## src/rtl/cpu_isa_pkg.sv

```systemverilog
// Shared ISA definitions for the pipeline: opcodes, widths, decoded-op and issue records.
package cpu_isa_pkg;

    localparam int REG_W  = 2;
    localparam int DATA_W = 8;
    localparam int NREG   = 4;
    localparam int QDEPTH = 2;

    localparam logic [2:0] OP_HLT = 3'b000;
    localparam logic [2:0] OP_LDO = 3'b001;
    localparam logic [2:0] OP_LDA = 3'b010;
    localparam logic [2:0] OP_STO = 3'b011;
    localparam logic [2:0] OP_ADD = 3'b100;
    localparam logic [2:0] OP_SUB = 3'b101;
    localparam logic [2:0] OP_AND = 3'b110;
    localparam logic [2:0] OP_NOP = 3'b111;

    // Only the low four operand bits carry meaning, so that is all the queue keeps.
    typedef struct packed {
        logic [2:0]        opcode;
        logic [3:0]        ad1;
        logic [DATA_W-1:0] imm;
    } instr_t;

    typedef struct packed {
        logic              use_a;
        logic              use_b;
        logic [REG_W-1:0]  src_a;
        logic [REG_W-1:0]  src_b;
        logic [REG_W-1:0]  rd;
        logic              reg_wr;
        logic              mem_rd;
        logic              mem_wr;
        logic              is_hlt;
    } dec_t;

    typedef struct packed {
        logic              valid;
        logic [2:0]        opcode;
        logic [REG_W-1:0]  rd;
        logic [DATA_W-1:0] a;
        logic [DATA_W-1:0] b;
        logic [DATA_W-1:0] imm;
        logic              reg_wr;
        logic              mem_rd;
        logic              mem_wr;
    } ex_t;

    function automatic logic has_imm(input logic [2:0] op);
        return (op == OP_LDO) || (op == OP_LDA) || (op == OP_STO);
    endfunction

    function automatic dec_t decode(input logic [2:0] op, input logic [3:0] ad1);
        dec_t d;
        d = '0;
        case (op)
            OP_HLT: d.is_hlt = 1'b1;
            OP_LDO: begin
                d.rd     = ad1[1:0];
                d.reg_wr = 1'b1;
            end
            OP_LDA: begin
                d.rd     = ad1[1:0];
                d.reg_wr = 1'b1;
                d.mem_rd = 1'b1;
            end
            OP_STO: begin
                d.use_a  = 1'b1;
                d.src_a  = ad1[1:0];
                d.mem_wr = 1'b1;
            end
            OP_ADD, OP_SUB, OP_AND: begin
                d.use_a  = 1'b1;
                d.src_a  = ad1[3:2];
                d.use_b  = 1'b1;
                d.src_b  = ad1[1:0];
                d.rd     = ad1[3:2];
                d.reg_wr = 1'b1;
            end
            default: d = '0;
        endcase
        return d;
    endfunction

endpackage

```

## src/rtl/id_stage_if.sv

```systemverilog
// Fetch, EX-issue and writeback signals of the decode stage bundled as one interface.
interface id_stage_if;
    import cpu_isa_pkg::*;

    logic [2:0]        in_opcode;
    logic [4:0]        in_ad1;
    logic [DATA_W-1:0] in_imm;
    logic              in_valid;
    logic              stall;
    logic              halt;

    logic              ex_ready;
    logic              ex_valid;
    logic [2:0]        ex_opcode;
    logic [REG_W-1:0]  ex_rd;
    logic [DATA_W-1:0] ex_a;
    logic [DATA_W-1:0] ex_b;
    logic [DATA_W-1:0] ex_imm;
    logic              ex_reg_wr;
    logic              ex_mem_rd;
    logic              ex_mem_wr;

    logic              wb_en;
    logic [REG_W-1:0]  wb_addr;
    logic [DATA_W-1:0] wb_data;

    modport master (
        output in_opcode, in_ad1, in_imm, in_valid, ex_ready, wb_en, wb_addr, wb_data,
        input  stall, halt, ex_valid, ex_opcode, ex_rd, ex_a, ex_b, ex_imm,
               ex_reg_wr, ex_mem_rd, ex_mem_wr
    );

    modport slave (
        input  in_opcode, in_ad1, in_imm, in_valid, ex_ready, wb_en, wb_addr, wb_data,
        output stall, halt, ex_valid, ex_opcode, ex_rd, ex_a, ex_b, ex_imm,
               ex_reg_wr, ex_mem_rd, ex_mem_wr
    );

endinterface

```

## src/rtl/id_regfile.sv

```systemverilog
// 4x8 register file, two read ports and one write port; a read of the register
// being written this cycle returns the incoming data.
module id_regfile
    import cpu_isa_pkg::*;
(
    input  logic              clk,
    input  logic              rst,
    input  logic [REG_W-1:0]  ra_addr_i,
    input  logic [REG_W-1:0]  rb_addr_i,
    output logic [DATA_W-1:0] ra_data_o,
    output logic [DATA_W-1:0] rb_data_o,
    input  logic              we_i,
    input  logic [REG_W-1:0]  wa_i,
    input  logic [DATA_W-1:0] wd_i
);

    logic [DATA_W-1:0] regs_q [NREG];

    always_ff @(posedge clk) begin
        if (rst) begin
            for (int i = 0; i < NREG; i++) regs_q[i] <= '0;
        end else if (we_i) begin
            regs_q[wa_i] <= wd_i;
        end
    end

    assign ra_data_o = (we_i && (wa_i == ra_addr_i)) ? wd_i : regs_q[ra_addr_i];
    assign rb_data_o = (we_i && (wa_i == rb_addr_i)) ? wd_i : regs_q[rb_addr_i];

endmodule

```

## src/rtl/id_stage.sv

```systemverilog
// Decode stage: 2-entry instruction queue, per-register pending-write scoreboard,
// register read with writeback bypass, and registered issue towards EX.
module id_stage
    import cpu_isa_pkg::*;
(
    input  logic      clk,
    input  logic      rst,
    id_stage_if.slave bus
);

    instr_t            fifo_q [QDEPTH];
    logic              rd_ptr_q, rd_ptr_d;
    logic              wr_ptr_q, wr_ptr_d;
    logic [1:0]        count_q, count_d;
    logic [1:0]        pend_q [NREG];
    logic [1:0]        pend_d [NREG];
    logic              halt_q, halt_d;
    ex_t               ex_q, ex_d;

    instr_t            beat, head;
    dec_t              hd;
    logic              beat_valid, head_valid;
    logic [NREG-1:0]   src_blocked, sb_inc, sb_dec;
    logic              hazard, issue, issue_hlt, push, pop, sb_overflow;
    logic [DATA_W-1:0] rdata_a, rdata_b;
    logic              unused_ad1_msb;

    assign unused_ad1_msb = bus.in_ad1[4];

    // The immediate is zeroed on entry for 1-byte ops so a floating in_imm never reaches EX.
    always_comb begin
        beat.opcode = bus.in_opcode;
        beat.ad1    = bus.in_ad1[3:0];
        beat.imm    = has_imm(bus.in_opcode) ? bus.in_imm : '0;
        beat_valid  = bus.in_valid && !halt_q;
        head_valid  = (count_q != 2'd0) || beat_valid;
        head        = (count_q != 2'd0) ? fifo_q[rd_ptr_q] : beat;
        hd          = decode(head.opcode, head.ad1);
    end

    // A lone pending write that retires this very cycle is not a hazard: the
    // regfile write-through hands the op the value being written back.
    always_comb begin
        src_blocked = '0;
        for (int i = 0; i < NREG; i++) begin
            src_blocked[i] = (pend_q[i] != 2'd0) &&
                !((pend_q[i] == 2'd1) && bus.wb_en && (bus.wb_addr == REG_W'(i)));
        end
        hazard    = (hd.use_a && src_blocked[hd.src_a]) || (hd.use_b && src_blocked[hd.src_b]);
        issue     = head_valid && bus.ex_ready && !halt_q && !hazard;
        issue_hlt = issue && hd.is_hlt;
        push      = beat_valid && !issue_hlt && ((count_q != 2'd0) || !issue);
        pop       = issue && (count_q != 2'd0);
    end

    always_comb begin
        rd_ptr_d = rd_ptr_q;
        wr_ptr_d = wr_ptr_q;
        count_d  = count_q;
        if (issue_hlt) begin
            rd_ptr_d = 1'b0;
            wr_ptr_d = 1'b0;
            count_d  = 2'd0;
        end else begin
            if (push) wr_ptr_d = ~wr_ptr_q;
            if (pop)  rd_ptr_d = ~rd_ptr_q;
            count_d = count_q + 2'(push) - 2'(pop);
        end
        halt_d = halt_q || issue_hlt;
    end

    always_comb begin
        sb_inc      = '0;
        sb_dec      = '0;
        sb_overflow = 1'b0;
        for (int i = 0; i < NREG; i++) begin
            sb_inc[i] = issue && hd.reg_wr && (hd.rd == REG_W'(i));
            sb_dec[i] = bus.wb_en && (bus.wb_addr == REG_W'(i));
            pend_d[i] = pend_q[i];
            if (sb_inc[i] && !sb_dec[i]) begin
                pend_d[i] = pend_q[i] + 2'd1;
                if (pend_q[i] == 2'd3) sb_overflow = 1'b1;
            end else if (sb_dec[i] && !sb_inc[i] && (pend_q[i] != 2'd0)) begin
                pend_d[i] = pend_q[i] - 2'd1;
            end
        end
    end

    always_comb begin
        ex_d = '0;
        if (issue && !hd.is_hlt) begin
            ex_d.valid  = 1'b1;
            ex_d.opcode = head.opcode;
            ex_d.rd     = hd.rd;
            ex_d.a      = hd.use_a ? rdata_a : '0;
            ex_d.b      = hd.use_b ? rdata_b : '0;
            ex_d.imm    = head.imm;
            ex_d.reg_wr = hd.reg_wr;
            ex_d.mem_rd = hd.mem_rd;
            ex_d.mem_wr = hd.mem_wr;
        end
    end

    always_ff @(posedge clk) begin
        if (rst) begin
            rd_ptr_q <= 1'b0;
            wr_ptr_q <= 1'b0;
            count_q  <= 2'd0;
            halt_q   <= 1'b0;
            ex_q     <= '0;
            for (int i = 0; i < NREG; i++) pend_q[i] <= 2'd0;
        end else begin
            rd_ptr_q <= rd_ptr_d;
            wr_ptr_q <= wr_ptr_d;
            count_q  <= count_d;
            halt_q   <= halt_d;
            ex_q     <= ex_d;
            for (int i = 0; i < NREG; i++) pend_q[i] <= pend_d[i];
            if (push) fifo_q[wr_ptr_q] <= beat;
        end
    end

    id_regfile u_regfile (
        .clk       (clk),
        .rst       (rst),
        .ra_addr_i (hd.src_a),
        .rb_addr_i (hd.src_b),
        .ra_data_o (rdata_a),
        .rb_data_o (rdata_b),
        .we_i      (bus.wb_en),
        .wa_i      (bus.wb_addr),
        .wd_i      (bus.wb_data)
    );

    assign bus.stall     = (count_q != 2'd0);
    assign bus.halt      = halt_q;
    assign bus.ex_valid  = ex_q.valid;
    assign bus.ex_opcode = ex_q.opcode;
    assign bus.ex_rd     = ex_q.rd;
    assign bus.ex_a      = ex_q.a;
    assign bus.ex_b      = ex_q.b;
    assign bus.ex_imm    = ex_q.imm;
    assign bus.ex_reg_wr = ex_q.reg_wr;
    assign bus.ex_mem_rd = ex_q.mem_rd;
    assign bus.ex_mem_wr = ex_q.mem_wr;

    // Fetch never sends into a full queue, and no register ever has four writes in flight.
    assert property (@(posedge clk) disable iff (rst) !(beat_valid && (count_q == 2'd2)));
    assert property (@(posedge clk) disable iff (rst) !sb_overflow);

endmodule

```

## src/flat_wrapper.sv

```systemverilog
// flat-port wrapper written by rule: the top's interface ports become plain ports
module id_stage_flat import cpu_isa_pkg::*;
  (clk, rst, bus_in_opcode, bus_in_ad1, bus_in_imm, bus_in_valid, bus_ex_ready, bus_wb_en, bus_wb_addr, bus_wb_data, bus_stall, bus_halt, bus_ex_valid, bus_ex_opcode, bus_ex_rd, bus_ex_a, bus_ex_b, bus_ex_imm, bus_ex_reg_wr, bus_ex_mem_rd, bus_ex_mem_wr);
  id_stage_if bus_i ();
  input  logic clk;
  input  logic rst;
  input wire logic [$bits(bus_i.in_opcode)-1:0] bus_in_opcode;
  input wire logic [$bits(bus_i.in_ad1)-1:0] bus_in_ad1;
  input wire logic [$bits(bus_i.in_imm)-1:0] bus_in_imm;
  input wire logic [$bits(bus_i.in_valid)-1:0] bus_in_valid;
  input wire logic [$bits(bus_i.ex_ready)-1:0] bus_ex_ready;
  input wire logic [$bits(bus_i.wb_en)-1:0] bus_wb_en;
  input wire logic [$bits(bus_i.wb_addr)-1:0] bus_wb_addr;
  input wire logic [$bits(bus_i.wb_data)-1:0] bus_wb_data;
  output wire logic [$bits(bus_i.stall)-1:0] bus_stall;
  output wire logic [$bits(bus_i.halt)-1:0] bus_halt;
  output wire logic [$bits(bus_i.ex_valid)-1:0] bus_ex_valid;
  output wire logic [$bits(bus_i.ex_opcode)-1:0] bus_ex_opcode;
  output wire logic [$bits(bus_i.ex_rd)-1:0] bus_ex_rd;
  output wire logic [$bits(bus_i.ex_a)-1:0] bus_ex_a;
  output wire logic [$bits(bus_i.ex_b)-1:0] bus_ex_b;
  output wire logic [$bits(bus_i.ex_imm)-1:0] bus_ex_imm;
  output wire logic [$bits(bus_i.ex_reg_wr)-1:0] bus_ex_reg_wr;
  output wire logic [$bits(bus_i.ex_mem_rd)-1:0] bus_ex_mem_rd;
  output wire logic [$bits(bus_i.ex_mem_wr)-1:0] bus_ex_mem_wr;
  assign bus_i.in_opcode = bus_in_opcode;
  assign bus_i.in_ad1 = bus_in_ad1;
  assign bus_i.in_imm = bus_in_imm;
  assign bus_i.in_valid = bus_in_valid;
  assign bus_i.ex_ready = bus_ex_ready;
  assign bus_i.wb_en = bus_wb_en;
  assign bus_i.wb_addr = bus_wb_addr;
  assign bus_i.wb_data = bus_wb_data;
  assign bus_stall = bus_i.stall;
  assign bus_halt = bus_i.halt;
  assign bus_ex_valid = bus_i.ex_valid;
  assign bus_ex_opcode = bus_i.ex_opcode;
  assign bus_ex_rd = bus_i.ex_rd;
  assign bus_ex_a = bus_i.ex_a;
  assign bus_ex_b = bus_i.ex_b;
  assign bus_ex_imm = bus_i.ex_imm;
  assign bus_ex_reg_wr = bus_i.ex_reg_wr;
  assign bus_ex_mem_rd = bus_i.ex_mem_rd;
  assign bus_ex_mem_wr = bus_i.ex_mem_wr;
  id_stage u_core (.clk(clk), .rst(rst), .bus(bus_i));
endmodule
```

## config.mk

```make
export PLATFORM = sky130hd
export DESIGN_NAME = id_stage_flat
export DESIGN_NICKNAME = d
export VERILOG_FILES = /design/src/rtl/cpu_isa_pkg.sv /design/src/rtl/id_stage_if.sv /design/src/rtl/id_regfile.sv /design/src/rtl/id_stage.sv /design/src/flat_wrapper.sv
export SDC_FILE = /design/constraint.sdc
export NUM_CORES = 1
export LEC_CHECK = 0
export BUFFER_PORTS_ARGS = -buffer_cell sky130_fd_sc_hd__buf_2
export CORE_MARGIN = 2
export CORE_UTILIZATION = 45
export CTS_BUF_LIST = sky130_fd_sc_hd__clkbuf_4
export CTS_CLUSTER_DIAMETER = 200
export DETAILED_ROUTE_END_ITERATION = 8
export SYNTH_ARGS = -nofsm -noshare
export SYNTH_HDL_FRONTEND = slang
export SYNTH_SLANG_ARGS = --single-unit
```

## constraint.sdc

```tcl
create_clock -name clk -period 10.4 [get_ports clk]
set_input_delay 2.6 -clock clk [delete_from_list [all_inputs] [get_ports clk]]
set_output_delay 2.6 -clock clk [all_outputs]
set_load 0.02 [all_outputs]
```

* Yosys cells after proc, flatten, opt, wreduce, memory -nomap -nowiden
Memories as Yosys holds them, arrays and structs flattened. A register that Yosys moved wholly into a read port is not among the register bits.
Cells that the tools add are included.
** Word-level totals
- Memories :: 3
- Flip-flop bits (word level) :: 38
- RAM bits :: 70
- Output and inout port bits :: 35
** Operators by class
- Equal/unequal tests :: 21
- Reductions and logical operators :: 85
- $lt $le $gt $ge :: 2
- Muxes and demuxes :: 45
- Add/sub/neg operators :: 10
- Bitwise logic cells :: 9
** Memories
- u_core.u_regfile.regs_q :: words 4, width 8, rd ports 2, clocked after Yosys merged registers in 0, wr ports 4, line id_regfile.sv:17 : logic [DATA_W-1:0] regs_q [NREG];
- u_core.fifo_q :: words 2, width 15, rd ports 1, clocked after Yosys merged registers in 1, wr ports 1, line id_stage.sv:11 : instr_t fifo_q [QDEPTH];
- u_core.pend_q :: words 4, width 2, rd ports 4, clocked after Yosys merged registers in 0, wr ports 4, line id_stage.sv:15 : logic [1:0] pend_q [NREG];
** Operators by type and width (count)
- 8-bit two-way mux :: 6
- 1-bit logical AND :: 46
- 33-bit two-way mux :: 1
- 2-bit two-way mux :: 14
- 1-bit two-way mux :: 19
- 1-bit logical NOT :: 17
- 15-bit two-way mux :: 1
- 2-bit by 1-bit equality test with 1-bit output (second input constant) :: 6
- 3-bit by 2-bit equality test with 1-bit output (second input constant) :: 4
- 2-bit nonzero test :: 5
- 3-bit equality test (second input constant) :: 3
- 3-bit OR reduction :: 3
- 2-bit by 1-bit adder with 2-bit output (second input constant) :: 4
- 2-bit equality test (second input constant) :: 4
- 8-bit OR reduction :: 1
- 2-bit by 1-bit subtractor with 2-bit output (second input constant) :: 4
- 3-bit by 1-bit equality test with 1-bit output (second input constant) :: 2
- 1-bit logical OR :: 6
- 2-bit by 3-bit < comparator with 1-bit output (second input constant) :: 2
- 3-bit case mux with 2 select lines :: 1
- 2-bit OR reduction :: 3
- 1-bit inverter :: 5
- 1-bit binary-select mux with 2-bit select :: 2
- 2-bit equality test :: 2
- other kinds (7) :: 11

* Logic depth before layout (Yosys ltp)
Gate-level depths: netlist of run 1.
- Depth in word-level cells :: 22
- Depth in mapped cells :: 15
- Gate-level depth less buffers :: 13

* Modules after synthesis
A second synthesis of run 1 with hierarchy kept.
** Unflattened totals
- Cells, all modules :: 412
- Area total of the unflattened synthesis :: 5231.3 µm²
** By module, submodules not included
- id_stage :: cells an instance 297, area each 3374.5 µm², instances 1
- id_regfile :: cells an instance 115, area each 1856.8 µm², instances 1

* Worst setup path before layout of run 1
Ideal clock, no wire load.
- Path type :: in2reg
- From :: in bus_in_opcode[0]
- To :: mem u_core.fifo_q[1][0] (netlist bit) (enable)
- Data required time :: 9.991 ns
- Setup slack :: 4.805 ns
- Library setup time :: 0.409 ns
- Stages on the path :: 9
- Data arrival time :: 5.186 ns
- Cells stage by stage :: nor3_1 a21o_1 o21ai_2 o22a_1 buf_6 a21o_4 nand4_1 nand2_1 nor3b_1
** Between the ends
- Word-level cells in the longest chain between the ends :: 17
- Elaborated cells between the ends (all ways) :: 31
** Ends and longest elaborated chain
- from (decl) :: line flat_wrapper.sv:7 : input wire logic [$bits(bus_i.in_opcode)-1:0] bus_in_opcode;
- 15-bit two-way mux (*) :: line id_stage.sv:37 : head = (count_q != 2'd0) ? fifo_q[rd_ptr_q] : beat;
- 3-bit equality test :: line cpu_isa_pkg.sv:56 : case (op)
- 3-bit OR reduction
- 2-bit case mux with 2 select lines / 2-bit two-way mux (equally long branches) :: line cpu_isa_pkg.sv:56
- 1-bit binary-select mux with 2-bit select :: line id_stage.sv:49 : hazard = (hd.use_a && src_blocked[hd.src_a]) || (hd.use_b && src_blocked[hd.src_b]);
- 1-bit two-way mux (implied by the code) :: line id_stage.sv:49
- 1-bit logical AND :: line id_stage.sv:49
- 1-bit logical OR :: line id_stage.sv:49
- 1-bit logical NOT :: line id_stage.sv:50 : issue = head_valid && bus.ex_ready && !halt_q && !hazard;
- 1-bit logical AND :: line id_stage.sv:50
- 1-bit logical AND :: line id_stage.sv:51 : issue_hlt = issue && hd.is_hlt;
- 1-bit logical NOT :: line id_stage.sv:52 : push = beat_valid && !issue_hlt && ((count_q != 2'd0) || !issue);
- 1-bit logical AND :: line id_stage.sv:52
- 1-bit logical AND (*) :: line id_stage.sv:52
- 1-bit two-way mux (*) :: line id_stage.sv:119 : if (push) fifo_q[wr_ptr_q] <= beat;
- 1-bit two-way mux (*) :: line id_stage.sv:105 : if (rst) begin
- 1-bit two-way mux (implied by the code) (*) :: line id_stage.sv:119
- to (decl) :: line id_stage.sv:11
Mark *: on every way between the ends. The rest lies on a longest branch, timed or not. The select of a mux whose other input is x is not followed.

* Worst setup path in the final report of run 1
- From :: in bus_in_opcode[2]
- To :: mem u_core.fifo_q[1][11] (netlist bit) (enable)
The elaborated chain is that of the path after synthesis.

==> results by group, run 1 <==
Routing
  • Drt first-iter violations: roughly 180
  • Avg Vias per Cell: about 5.5
  • Total DRC errors in the routed layout: 0
  • Final routed wirelength across all metal layers: roughly 12000 um
  • Vias after detailed routing: 3745
  • Post-route antenna net violation count: 0
  • Number of optimization iterations in the first detailed-route pass: 4
  • Avg WL per Cell: 17.5 um

Layout
  • Number of diodes: 0
  • Leading cell type in the layout, fill and taps excluded: sky130_fd_sc_hd__mux2i_1
  • Most used cells in the layout excluding fill and tap cells: 82 x sky130_fd_sc_hd__mux2i_1, 74 x sky130_fd_sc_hd__nor2_1, 64 x sky130_fd_sc_hd__buf_2
  • Layout Nets: 578
  • Layout overhead on the synthesized area: 10.3%
  • Share of final-layout standard cells stronger than drive strength 1: 21.2%

Clocking
  • Clock Pin Slew Worst Setup and Hold Paths: 0.17 ns
  • Root Buffer Master: sky130_fd_sc_hd__clkbuf_4
  • Number of hold buffers added after cts: 0
  • Clock net sink count: 109
  • Number of H-tree branching levels: 3
  • Clock latency at the later pin of the worst-skew pair: 0.49 ns
  • CTS tree: yes
  • Number of clock buffers inserted by TritonCTS: 9
  • Gates resized, CTS repair: 0
  • Post-CTS Setup Repair Bufs: 0
  • Clock Tree Buf Depth: 2

Hold path
  • Hold path start: u_core.pend_q[1][1]
  • Worst min-delay path class: register to register
  • End of the worst hold path: u_core.pend_q[1][1]
  • Hold path cells: 2

Synth
  • Post-synthesis cell type with the largest combined area: sky130_fd_sc_hd__edfxtp_1
  • Synth Cell Area: about 5400 um2
  • Distinct cell type count of the synthesized netlist: slightly below 70
  • Dominant combinational cell family by area after synthesis: multiplexers
  • Share of synthesized registers carrying an async set or reset: 0%
  • Share of synthesized cell area in and, or, nand and nor gates: 15.0%
  • Number of flip-flops and latches in the synthesized netlist: about 110
  • Proportion of synthesized chip area in sequential cells: 52.0%
  • Net count after synthesis: approximately 520
  • Number of enable-type register cells in the synthesized netlist: between 60 and 70
  • Average instance area after synthesis: between 10 and 15 um2
  • Share of the synthesized area in the top cell type: about a third
  • Mux share of post-synthesis cell area: ~17%
  • Synth Area in Compound Gates: approximately a tenth
  • Count of synthesis-stage warnings from yosys: 0
  • Adder-cell share of the synthesized area: between 2 and 2.5%
  • Leading cell types by total area after synthesis: sky130_fd_sc_hd__edfxtp_1 35%, sky130_fd_sc_hd__dfxtp_1 17%, sky130_fd_sc_hd__mux2i_1 15%, sky130_fd_sc_hd__nor2_1 5.1%, sky130_fd_sc_hd__ha_1 2.1%
  • XOR/XNOR Fraction of Synth Area: 0.812%
  • Most used flip-flop cell after synthesis: sky130_fd_sc_hd__edfxtp_1
  • Post-synthesis instance total: between 400 and 500

Power
  • Leak pwr: 2.51 nW
  • Max VDD drop: between 0.09 and 0.1 mV
  • Power per cell area: 255 nW/um2
  • Total chip power: about 1.5 mW

Placement
  • Number of buffers inserted by port buffering: 64
  • RD Place Congestion: 0.788
  • Detailed Place HPWL: about 8400 um

STA
  • Transition at the pin with the smallest max-transition slack: 0.965 ns
  • Worst setup skew after layout: 0.0235 ns
  • RSZ-0062 raised after global routing: false
  • Min Clock Period, post-route: around 5 ns
  • Highest achievable clock rate: about 200 MHz
  • Fin crit share: 49.4%
  • Fin. Hold Viols: 0
  • Normalized max-slew margin: 35.7%
  • Sum of negative setup slack: 0 ns
  • Setup Viol. Count Final: 0
  • Final count of pins violating max slew: 0

Worst setup path
  • Worst reg2reg setup slack: between 6 and 7 ns
  • Critical Setup Path Class: primary input to register
  • Number of cells on the worst reg-to-reg path: 9
  • Critical path fanouts, max: 15
  • CP Data Required Time: about 11 ns
  • Worst setup EP type: register
  • Arr. time, crit path: roughly 5.3 ns
  • Startpoint class of the critical path: primary input
  • Destination of the worst register-to-register timing path: u_core.fifo_q[1][11]

Job
  • # Max-Cap Violations: 0

GRT
  • Via count of the first global-routing pass: ~3700
  • Maximum number of pins on one net before global-route repair: 31
  • Remaining global-route overflow: 0
  • Antenna violations before repair: 0
  • Wire length of the first global-routing pass: approximately 19000 um
  • GRT Total Usage: roughly 19%

Status
  • Outcome: complete, no violations

Floorplan
  • Placement Rows: 39
  • Initial cell density of the core: around 47%
  • Die boundary height: around 110 um
  • Core box area: roughly 12000 um2
  • I/O pin total: 66
  • Horiz. Die Dim: approximately 110 um
  • Floorplan die area: 12900 um2
-- how the worst max path moves through the flow --
stage                startpoint              endpoint  slack [ns]  cells past startpoint
2_1_floorplan  bus_in_opcode[0]   u_core.fifo_q[1][0]        4.81                      9
4_1_cts        bus_in_opcode[2]  u_core.fifo_q[1][11]        5.28                     10
6_report       bus_in_opcode[2]  u_core.fifo_q[1][11]        5.26                     10
3_3_place_gp   bus_in_opcode[2]   u_core.fifo_q[1][4]        4.87                     10
5_1_grt        bus_in_opcode[2]     u_core.count_q[1]        5.04                     13
3_5_place_dp   bus_in_opcode[2]   u_core.fifo_q[1][0]        4.75                     10
-- flip-flops by register name (all words and copies together) (netlist names), named ones only --
| signal | cells |
|---|---|
| u_core.u_regfile.regs_q | 32 |
| u_core.count_q | 2 |
| u_core.rd_ptr_q | 1 |
| u_core.pend_q | 8 |
| u_core.bus.halt | 1 |
| u_core.bus.ex_rd | 2 |
| u_core.bus.ex_reg_wr | 1 |
| u_core.bus.ex_imm | 8 |
| u_core.wr_ptr_q | 1 |
| u_core.fifo_q | 30 |
| u_core.bus.ex_valid | 1 |
| u_core.bus.ex_mem_rd | 1 |
| u_core.bus.ex_a | 8 |
| u_core.bus.ex_mem_wr | 1 |
| u_core.bus.ex_b | 8 |
| u_core.bus.ex_opcode | 3 |
-- critical path: stages --
cell	delay [ns]
sky130_fd_sc_hd__buf_2	0.12
sky130_fd_sc_hd__nor3_1	0.07
sky130_fd_sc_hd__a21oi_1	0.75
sky130_fd_sc_hd__o21ai_2	0.23
sky130_fd_sc_hd__o22a_1	0.50
sky130_fd_sc_hd__a21o_4	0.34
sky130_fd_sc_hd__nand4_1	0.14
sky130_fd_sc_hd__nand2_1	0.11
sky130_fd_sc_hd__nor3b_2	0.16
sky130_fd_sc_hd__buf_4	0.27
-- through the flow --
step           util, %  worst slack [ns]  hold slack [ns]  instances  cell area (um2)
6_report          51.4              5.26            0.502        686             5950
5_1_grt           51.4              5.04            0.549        686             5950
4_1_cts           51.4              5.28            0.497        686             5950
3_5_place_dp      50.2              4.75            0.472        670             5810
3_3_place_gp      50.2              4.87            0.467        670             5810
2_1_floorplan        -              4.81            0.455        479             5390
-- report_power, final --
group | switching (mW) | internal [mW] | total, mW | leakage, nW
sequential | 0.0353 | 0.518 | 0.553 | 0.974
combinational | 0.453 | 0.284 | 0.738 | 1.45
clock | 0.144 | 0.0803 | 0.224 | 0.0827
-- cells in the mapped netlist, types with 4 or more instances --
| cell type | n |
|---|---|
| sky130_fd_sc_hd__buf_2 | 8 |
| sky130_fd_sc_hd__mux2i_1 | 82 |
| sky130_fd_sc_hd__and2_1 | 8 |
| sky130_fd_sc_hd__ha_1 | 9 |
| sky130_fd_sc_hd__a21oi_1 | 13 |
| sky130_fd_sc_hd__inv_1 | 24 |
| sky130_fd_sc_hd__clkbuf_1 | 5 |
| sky130_fd_sc_hd__edfxtp_1 | 62 |
| sky130_fd_sc_hd__nor3_1 | 16 |
| sky130_fd_sc_hd__nand2_1 | 20 |
| sky130_fd_sc_hd__nor2_1 | 74 |
| sky130_fd_sc_hd__nand3_1 | 6 |
| sky130_fd_sc_hd__a21o_1 | 4 |
| sky130_fd_sc_hd__dfxtp_1 | 47 |
| sky130_fd_sc_hd__o21ai_0 | 6 |
| sky130_fd_sc_hd__nand2b_1 | 4 |
| sky130_fd_sc_hd__a211oi_1 | 9 |
| sky130_fd_sc_hd__nor2b_1 | 4 |
-- metal layers --
layer / up-vias / wire [um] / global-route usage [%]
li1: 1837 / - / -
met4: 0 / 150 / 6.50
met5: - / 0 / 0
met1: 1822 / 5760 / 25.8
met2: 76 / 5660 / 31.9
met3: 10 / 413 / 3.29
-- cell families after synthesis --
| logic type | Yosys count |
|---|---|
| compound gates | 66 |
| xor+xnor | 5 |
| fa+ha+maj | 9 |
| buf+inv | 43 |
| flops | 109 |
| mux | 89 |
| simple gates | 158 |
-- final cells by class --
type                    count  area, um2
inverters                  25       93.8
fillers                  1033       5620
repair buffers             66        335
well taps                 143        179
flip-flops and latches    109       2800
clock inverters             5       60.1
multi-input cells         327       2400
clock buffers              11       82.6
Note: power is estimated with default switching activity, not from simulation.
==> run 2, diff against run 1 <==
clock period = 5.1 ns   (was 10.4 ns; I/O delays follow)
==> run 2 against run 1 <==
  * Clock power up 79%
  * Combinational power is 110% higher
  * Setup slack worse by 3.9 ns
  * Hold slack better by 0.0092 ns
  * Final cell count is 0.44% higher
  * Sequential power increased by 100%
  * Largest cell class unchanged
==> results by group, run 2 (synthesized netlist as in run 1, its figures left out) <==
Worst setup path
  • Worst flop-to-flop path startpoint: u_core.count_q[0]
  • Number of buffers and inverters on the critical path: 2
  • Arr. time, crit path: 3.96 ns
  • Worst path max stage delay: approximately 0.76 ns
  • Critical Setup Path Class: primary input to register
  • Destination of the worst register-to-register timing path: u_core.fifo_q[1][9]
  • Critical path fanouts, max: 15
  • Standard cell with the maximum stage delay on the critical path: sky130_fd_sc_hd__a21oi_1
  • Startpoint class of the critical path: primary input
  • CP Data Required Time: approximately 5.3 ns
  • Launching element of the worst setup path: bus_in_opcode[2]
  • Worst reg2reg setup slack: between 1 and 1.5 ns
  • Worst setup EP type: register
  • Ordered list of cells on the worst path: buf_2 -> nor3_1 -> a21oi_1 -> o21ai_2 -> o22a_1 -> a21o_4 -> nand4_1 -> nand2_1 -> nor3b_2 -> buf_4
  • Number of cells on the worst reg-to-reg path: 10
  • Cell type group with the largest total delay on the critical path: compound AO/OA/AOI/OAI gates

STA
  • Transition at the pin with the smallest max-transition slack: 0.971 ns
  • Sum of negative setup slack: 0 ns
  • Fin. Hold Viols: 0
  • Min Clock Period, post-route: roughly 3.8 ns
  • Worst setup skew after layout: 0.0109 ns
  • Final count of pins violating max slew: 0
  • Fin crit share: approximately three quarters
  • Setup Viol. Count Final: 0
  • RSZ-0062 raised after global routing: false
  • Normalized max-slew margin: approximately a third
  • Highest achievable clock rate: between 200 and 300 MHz

Power
  • Power per cell area: between 500 and 600 nW/um2
  • Net Switching: approximately 1.3 mW
  • Max VDD drop: 0.185 mV
  • Switching power share of the total: between 40% and 50%
  • Leak pwr: approximately 2.5 nW
  • Sequential Power Share: a little over a third
  • Total internal power: around 1.8 mW
  • Total chip power: just over 3 mW
  • Power share of the combinational group: between 50% and 60%
  • Power share of the clock group: 13.2%

Hold path
  • Hold path cells: 2
  • Worst min-delay path class: register to register
  • End of the worst hold path: u_core.pend_q[1][1]
  • Hold path start: u_core.pend_q[1][1]

Routing
  • Final routed wirelength across all metal layers: between 10000 and 15000 um
  • Avg Vias per Cell: 5.45
  • Post-route antenna net violation count: 0
  • Number of optimization iterations in the first detailed-route pass: 4
  • Vias after detailed routing: around 3800
  • Total DRC errors in the routed layout: 0
  • Drt first-iter violations: around 160
  • Avg WL per Cell: 17.2 um

GRT
  • Wire length of the first global-routing pass: roughly 19000 um
  • Via count of the first global-routing pass: about 3700
  • Remaining global-route overflow: 0
  • GRT Total Usage: 19.0%
  • Maximum number of pins on one net before global-route repair: 31
  • Antenna violations before repair: 0

Layout
  • Most used cells in the layout excluding fill and tap cells: 82 x sky130_fd_sc_hd__mux2i_1, 74 x sky130_fd_sc_hd__nor2_1, 64 x sky130_fd_sc_hd__buf_2
  • Register with the highest flop count: u_core.u_regfile.regs_q
  • Max FFs per register: 32
  • Number of fillers in the final layout: 1038
  • Final standard cell area without fillers: 5950 um2
  • Layout overhead on the synthesized area: 10.2%
  • Layout Nets: 581
  • Sequential Area: approximately 2800 um2
  • Share of final-layout standard cells stronger than drive strength 1: a little over a fifth
  • Largest registers: u_core.u_regfile.regs_q: 32 flops, u_core.fifo_q: 30 flops
  • Leading cell type in the layout, fill and taps excluded: sky130_fd_sc_hd__mux2i_1
  • Number of diodes: 0
  • Multi-input gate area in the final layout: 2400 um2

Clocking
  • Clock net sink count: 109
  • Number of H-tree branching levels: 3
  • CTS tree: yes
  • Clock latency at the later pin of the worst-skew pair: ~0.47 ns
  • Post-CTS Setup Repair Bufs: 0
  • Root Buffer Master: sky130_fd_sc_hd__clkbuf_4
  • Number of clock buffers inserted by TritonCTS: 9
  • Clock Tree Buf Depth: 2
  • Number of hold buffers added after cts: 0
  • Gates resized, CTS repair: 0
  • Clock Pin Slew Worst Setup and Hold Paths: 0.16 ns

Placement
  • Number of buffers inserted by port buffering: 64
  • Detailed Place HPWL: about 8400 um
  • RD Place Congestion: around 0.79
  • Dpl cell area: ~5800 um2

Floorplan
  • I/O pin total: 66
  • Initial cell density of the core: 46.6%
  • Core box area: 11600 um2
  • Horiz. Die Dim: around 110 um
  • Floorplan die area: between 10000 and 15000 um2
  • Placement Rows: 39
  • Die boundary height: about 110 um

Status
  • Outcome: complete, no violations

Job
  • # Max-Cap Violations: 0
-- run 2: worst max-delay path by stage --
stage                           to  cells after the start
6_report       u_core.fifo_q[1][9]                     10
5_1_grt          u_core.count_q[1]                     13
4_1_cts        u_core.fifo_q[1][1]                     10
3_5_place_dp   u_core.fifo_q[1][4]                     10
3_3_place_gp   u_core.fifo_q[1][4]                     10
2_1_floorplan  u_core.fifo_q[1][0]                      9
-- run 2: final cells by class --
class | instances | share of cell area [%]
inverter | 25 | 1.58
clock inverter | 5 | 0.568
timing repair buffer | 69 | 6.02
clock buffer | 11 | 1.39
tap | 143 | 3.01
sequential | 109 | 47.1
multi-input combinational | 327 | 40.3
-- run 2: worst reg2reg max path: stages, from the launching register on --
cell and delay, ns:
sky130_fd_sc_hd__dfxtp_1 0.40, sky130_fd_sc_hd__nor2_2 0.19, sky130_fd_sc_hd__inv_2 0.26, sky130_fd_sc_hd__a21oi_1 0.85
sky130_fd_sc_hd__o21ai_2 0.22, sky130_fd_sc_hd__o22a_1 0.49, sky130_fd_sc_hd__a21o_4 0.34, sky130_fd_sc_hd__nand4_1 0.14
sky130_fd_sc_hd__nand2_1 0.12, sky130_fd_sc_hd__nor3b_2 0.16, sky130_fd_sc_hd__buf_4 0.27
-- run 2: per-layer routing --
layer | up-vias | global-route usage (%) | part of all wire [%]
met3 | 19 | 3.29 | 4.1
met2 | 88 | 31.3 | 47
li1 | 1847 | - | -
met4 | 0 | 6.50 | 1.7
met5 | - | 0 | 0
met1 | 1799 | 25.4 | 48
-- run 2: power groups by stage --
stage | Clock (mW) | Combinational (mW) | Sequential [mW]
2_1_floorplan | 0 | 1.17 | 1.17
6_report | 0.402 | 1.54 | 1.11
3_3_place_gp | 0 | 1.50 | 1.13
5_1_grt | 0.442 | 1.68 | 1.13
4_1_cts | 0.412 | 1.54 | 1.11
3_5_place_dp | 0 | 1.53 | 1.13
-- run 2: per-stage QoR --
step / std cells / hold slack, ns / util, % / setup WS, ns
after floorplan: 479 / 0.455 / - / 0.830
after global placement: 673 / 0.471 / 50.4 / 0.867
after detailed placement: 673 / 0.486 / 50.4 / 0.822
after CTS: 689 / 0.509 / 51.4 / 1.35
after global routing: 689 / 0.542 / 51.4 / 1.07
final: 689 / 0.511 / 51.4 / 1.32
==> run 3, diff against run 2 <==
ABC_AREA = 1   (was unset)
clock period = 3.8 ns   (was 5.1 ns; I/O delays follow)
==> run 3 against run 2 <==
  * Clock power increased by 28%
  * Largest power group unchanged
  * Setup slack worse by 0.69 ns
  * Synthesized cell count up 31%
  * Critical endpoint is now u_core.fifo_q[1][8]
  * Highest routed layer unchanged
  * Synthesized area increased by 0.35%
  * Final cell count rose by 22%
==> results by group, run 3 <==
Placement
  • Number of placed cells counting well taps: just over 800
  • Detailed Place HPWL: roughly 9000 um
  • Number of buffers inserted by port buffering: 64
  • Worst Setup Slack post-DPL: ~0.52 ns
  • Dpl cell area: 5890 um2
  • RD Place Congestion: ~0.84

STA
  • Final hold slack: ~0.48 ns
  • Transition at the pin with the smallest max-transition slack: around 1.0 ns
  • Min Clock Period, post-route: roughly 3.2 ns
  • Setup Viol. Count Final: 0
  • Final count of pins violating max slew: 0
  • Fin. Hold Viols: 0
  • Highest achievable clock rate: 315 MHz
  • Sum of negative setup slack: 0 ns
  • Fin crit share: 83.4%
  • RSZ-0062 raised after global routing: false
  • Worst setup skew after layout: between 0.015 and 0.02 ns
  • Normalized max-slew margin: 30.6%
  • Final Worst Setup Slack: roughly 0.63 ns

Synth
  • Count leader, synth: sky130_fd_sc_hd__nand2_1
  • Post-synthesis cell type with the largest combined area: sky130_fd_sc_hd__edfxtp_1
  • Net count after synthesis: ~670
  • Share of synthesized registers carrying an async set or reset: 0%
  • Most used flip-flop cell after synthesis: sky130_fd_sc_hd__edfxtp_1
  • Proportion of synthesized chip area in sequential cells: just over 50%
  • Distinct cell type count of the synthesized netlist: 37
  • Most frequent cells after synthesis: 115 x sky130_fd_sc_hd__nand2_1, 102 x sky130_fd_sc_hd__nor2_1, 66 x sky130_fd_sc_hd__inv_1, 62 x sky130_fd_sc_hd__edfxtp_1, 47 x sky130_fd_sc_hd__dfxtp_1
  • Post-synthesis instance total: ~630
  • Number of flip-flops and latches in the synthesized netlist: about 110
  • Synth Cell Area: 5410 um2
  • Count of synthesis-stage warnings from yosys: 0
  • Average instance area after synthesis: ~8.6 um2
  • Leading cell types by total area after synthesis: sky130_fd_sc_hd__edfxtp_1 34%, sky130_fd_sc_hd__dfxtp_1 17%, sky130_fd_sc_hd__nand2_1 8.0%, sky130_fd_sc_hd__nor2_1 7.1%, sky130_fd_sc_hd__inv_1 4.6%
  • Number of enable-type register cells in the synthesized netlist: 62
  • Share of the synthesized area in the top cell type: between 30% and 40%

Floorplan
  • Die boundary height: about 110 um
  • I/O pin total: 66
  • Placement Rows: 40
  • Core box area: 11900 um2
  • Horiz. Die Dim: 114 um
  • Initial cell density of the core: approximately 46%
  • Floorplan die area: 12900 um2

Worst setup path
  • Number of cells on the worst reg-to-reg path: 17
  • Startpoint class of the critical path: register
  • Arr. time, crit path: between 3 and 4 ns
  • Ordered list of cells on the worst path: inv_2 -> nand2_2 -> inv_2 -> nand2_1 -> nand2_1 -> nor2_1 -> nand3_1 -> nand2_2 -> nand2_1 -> nand3_2 -> nand3_1 -> nand3_1 -> nand2_1 -> nor2_1 -> nand2_1 -> nor2_1 -> buf_12
  • Worst reg2reg setup slack: 0.63 ns
  • Critical path fanouts, max: 29
  • Destination of the worst register-to-register timing path: u_core.fifo_q[1][8]
  • Standard cell with the maximum stage delay on the critical path: sky130_fd_sc_hd__nand2_2
  • Crit path top cell by count: sky130_fd_sc_hd__nand2_1
  • Worst path max stage delay: around 0.4 ns
  • Critical Setup Path Class: register to register
  • Worst setup EP type: register
  • Worst flop-to-flop path startpoint: u_core.count_q[1]
  • CP Data Required Time: approximately 4.0 ns

Power
  • Max VDD drop: 0.254 mV
  • Total internal power: about 2.4 mW
  • Leak pwr: approximately 2.7 nW
  • Power share of the combinational group: 55.6%
  • Net Switching: 2.19 mW
  • Power share of the clock group: between 10% and 20%
  • Sequential Power Share: 33.1%
  • Switching power share of the total: 48.0%
  • Power per cell area: between 700 and 800 nW/um2

Layout
  • Layout Nets: about 730
  • Final standard cell area without fillers: between 5000 and 6000 um2
  • Most used cells in the layout excluding fill and tap cells: 115 x sky130_fd_sc_hd__nand2_1, 102 x sky130_fd_sc_hd__nor2_1, 66 x sky130_fd_sc_hd__inv_1
  • Max FFs per register: 32
  • Leading cell type in the layout, fill and taps excluded: sky130_fd_sc_hd__nand2_1
  • Number of diodes: 0
  • Number of fillers in the final layout: 1154
  • Final Non-Filler Cells: about 840
  • Register with the highest flop count: u_core.u_regfile.regs_q
  • Layout overhead on the synthesized area: 10.8%
  • Share of final-layout standard cells stronger than drive strength 1: 22.6%
  • Largest registers: u_core.u_regfile.regs_q: 32 flops, u_core.fifo_q: 30 flops

Routing
  • Total DRC errors in the routed layout: 0
  • Avg WL per Cell: between 10 and 15 um
  • Drt first-iter violations: 387
  • Final routed wirelength across all metal layers: 11900 um
  • Avg Vias per Cell: approximately 5
  • Vias after detailed routing: 4280
  • Number of optimization iterations in the first detailed-route pass: 6
  • Post-route antenna net violation count: 0

GRT
  • Maximum number of pins on one net before global-route repair: 30
  • Via count of the first global-routing pass: approximately 4200
  • Antenna violations before repair: 0
  • Remaining global-route overflow: 0
  • GRT Total Usage: roughly a fifth
  • Wire length of the first global-routing pass: around 20000 um

Hold path
  • Hold path start: u_core.wr_ptr_q
  • End of the worst hold path: u_core.wr_ptr_q
  • Worst min-delay path class: register to register
  • Hold path cells: 2

Clocking
  • Number of hold buffers added after cts: 0
  • Clock latency at the later pin of the worst-skew pair: 0.47 ns
  • Post-CTS Setup Repair Bufs: 0
  • Clock net sink count: about 110
  • CTS tree: yes
  • Number of clock buffers inserted by TritonCTS: 9
  • Clock Pin Slew Worst Setup and Hold Paths: 0.15 ns
  • Gates resized, CTS repair: 0
  • Root Buffer Master: sky130_fd_sc_hd__clkbuf_4
  • Number of H-tree branching levels: 3
  • Clock Tree Buf Depth: 2

Status
  • Outcome: complete, no violations

Job
  • # Max-Cap Violations: 0
[run 3: changes by cell type after synthesis, moves of 12 or more]
cell                      previous run  this run
sky130_fd_sc_hd__inv_1              24        66
sky130_fd_sc_hd__mux2i_1            82         8
sky130_fd_sc_hd__nand2_1            20       115
sky130_fd_sc_hd__nand3_1             6        37
sky130_fd_sc_hd__nor2_1             74       102
sky130_fd_sc_hd__nor3_1             16         1
sky130_fd_sc_hd__o21ai_0             6        32
sky130_fd_sc_hd__o22ai_1             0        16
sky130_fd_sc_hd__or2_2               2        14
[run 3: cell families after synthesis]
| logic type | after synthesis | synth area share (%) |
|---|---|---|
| compound gates | 83 | 8.81 |
| xor+xnor | 3 | 0.486 |
| fa+ha+maj | 9 | 2.08 |
| buf+inv | 95 | 7.56 |
| flops | 109 | 51.8 |
| mux | 8 | 1.48 |
| simple gates | 319 | 27.8 |
[run 3: critical path: cells and delay by family, from the launching register on]
kind          cells  cell delay (ns)
simple gates     14             2.06
buf+inv           3             0.45
flops             1             0.38
[run 3: power groups by stage]
stage               Combinational [mW]  Sequential [mW]  Clock (mW)
floorplan                         1.94             1.59           0
global placement                  2.49             1.53           0
detailed placement                2.53             1.54           0
CTS                               2.54             1.51       0.536
global route                      2.88             1.53       0.591
finish                            2.54             1.51       0.516
[run 3: area by class of cell]
cell class / count / area [um2] / area share [%]
sequential: 109 / 2800 / 46.7
multi-input combinational: 422 / 2210 / 36.8
timing repair buffer: 73 / 400 / 6.67
inverter: 76 / 293 / 4.88
tap: 147 / 184 / 3.07
clock buffer: 9 / 67.6 / 1.13
clock inverter: 7 / 46.3 / 0.772
[run 3: worst max path at each step]
| stage | from | endpoint | slack [ns] | cells past startpoint |
|---|---|---|---|---|
| after global routing | u_core.count_q[1] | u_core.fifo_q[1][1] | 0.20 | 17 |
| after detailed placement | bus_wb_addr[0] | u_core.fifo_q[1][0] | 0.52 | 14 |
| after floorplan | bus_in_opcode[2] | u_core.fifo_q[0][0] | 0.20 | 13 |
| after CTS | u_core.count_q[1] | u_core.fifo_q[1][0] | 0.60 | 17 |
| after global placement | bus_wb_addr[0] | u_core.fifo_q[1][2] | 0.55 | 14 |
| final | u_core.count_q[1] | u_core.fifo_q[1][8] | 0.63 | 17 |
[run 3: routing by layer]
layer  part of all wire [%]  vias to the layer above  GRT usage [%]
li1                       -                     2177              -
met1                     48                     1978           27.1
met2                     45                      110           30.8
met3                    4.9                       15           3.88
met4                    1.4                        0           5.93
met5                      0                        -              0
[run 3: stage by stage]
stage | utilization, % | total power, mW
after floorplan | - | 3.54
after global placement | 49.6 | 4.02
after detailed placement | 49.6 | 4.07
after CTS | 50.6 | 4.59
after global routing | 50.6 | 5.00
final | 50.6 | 4.56
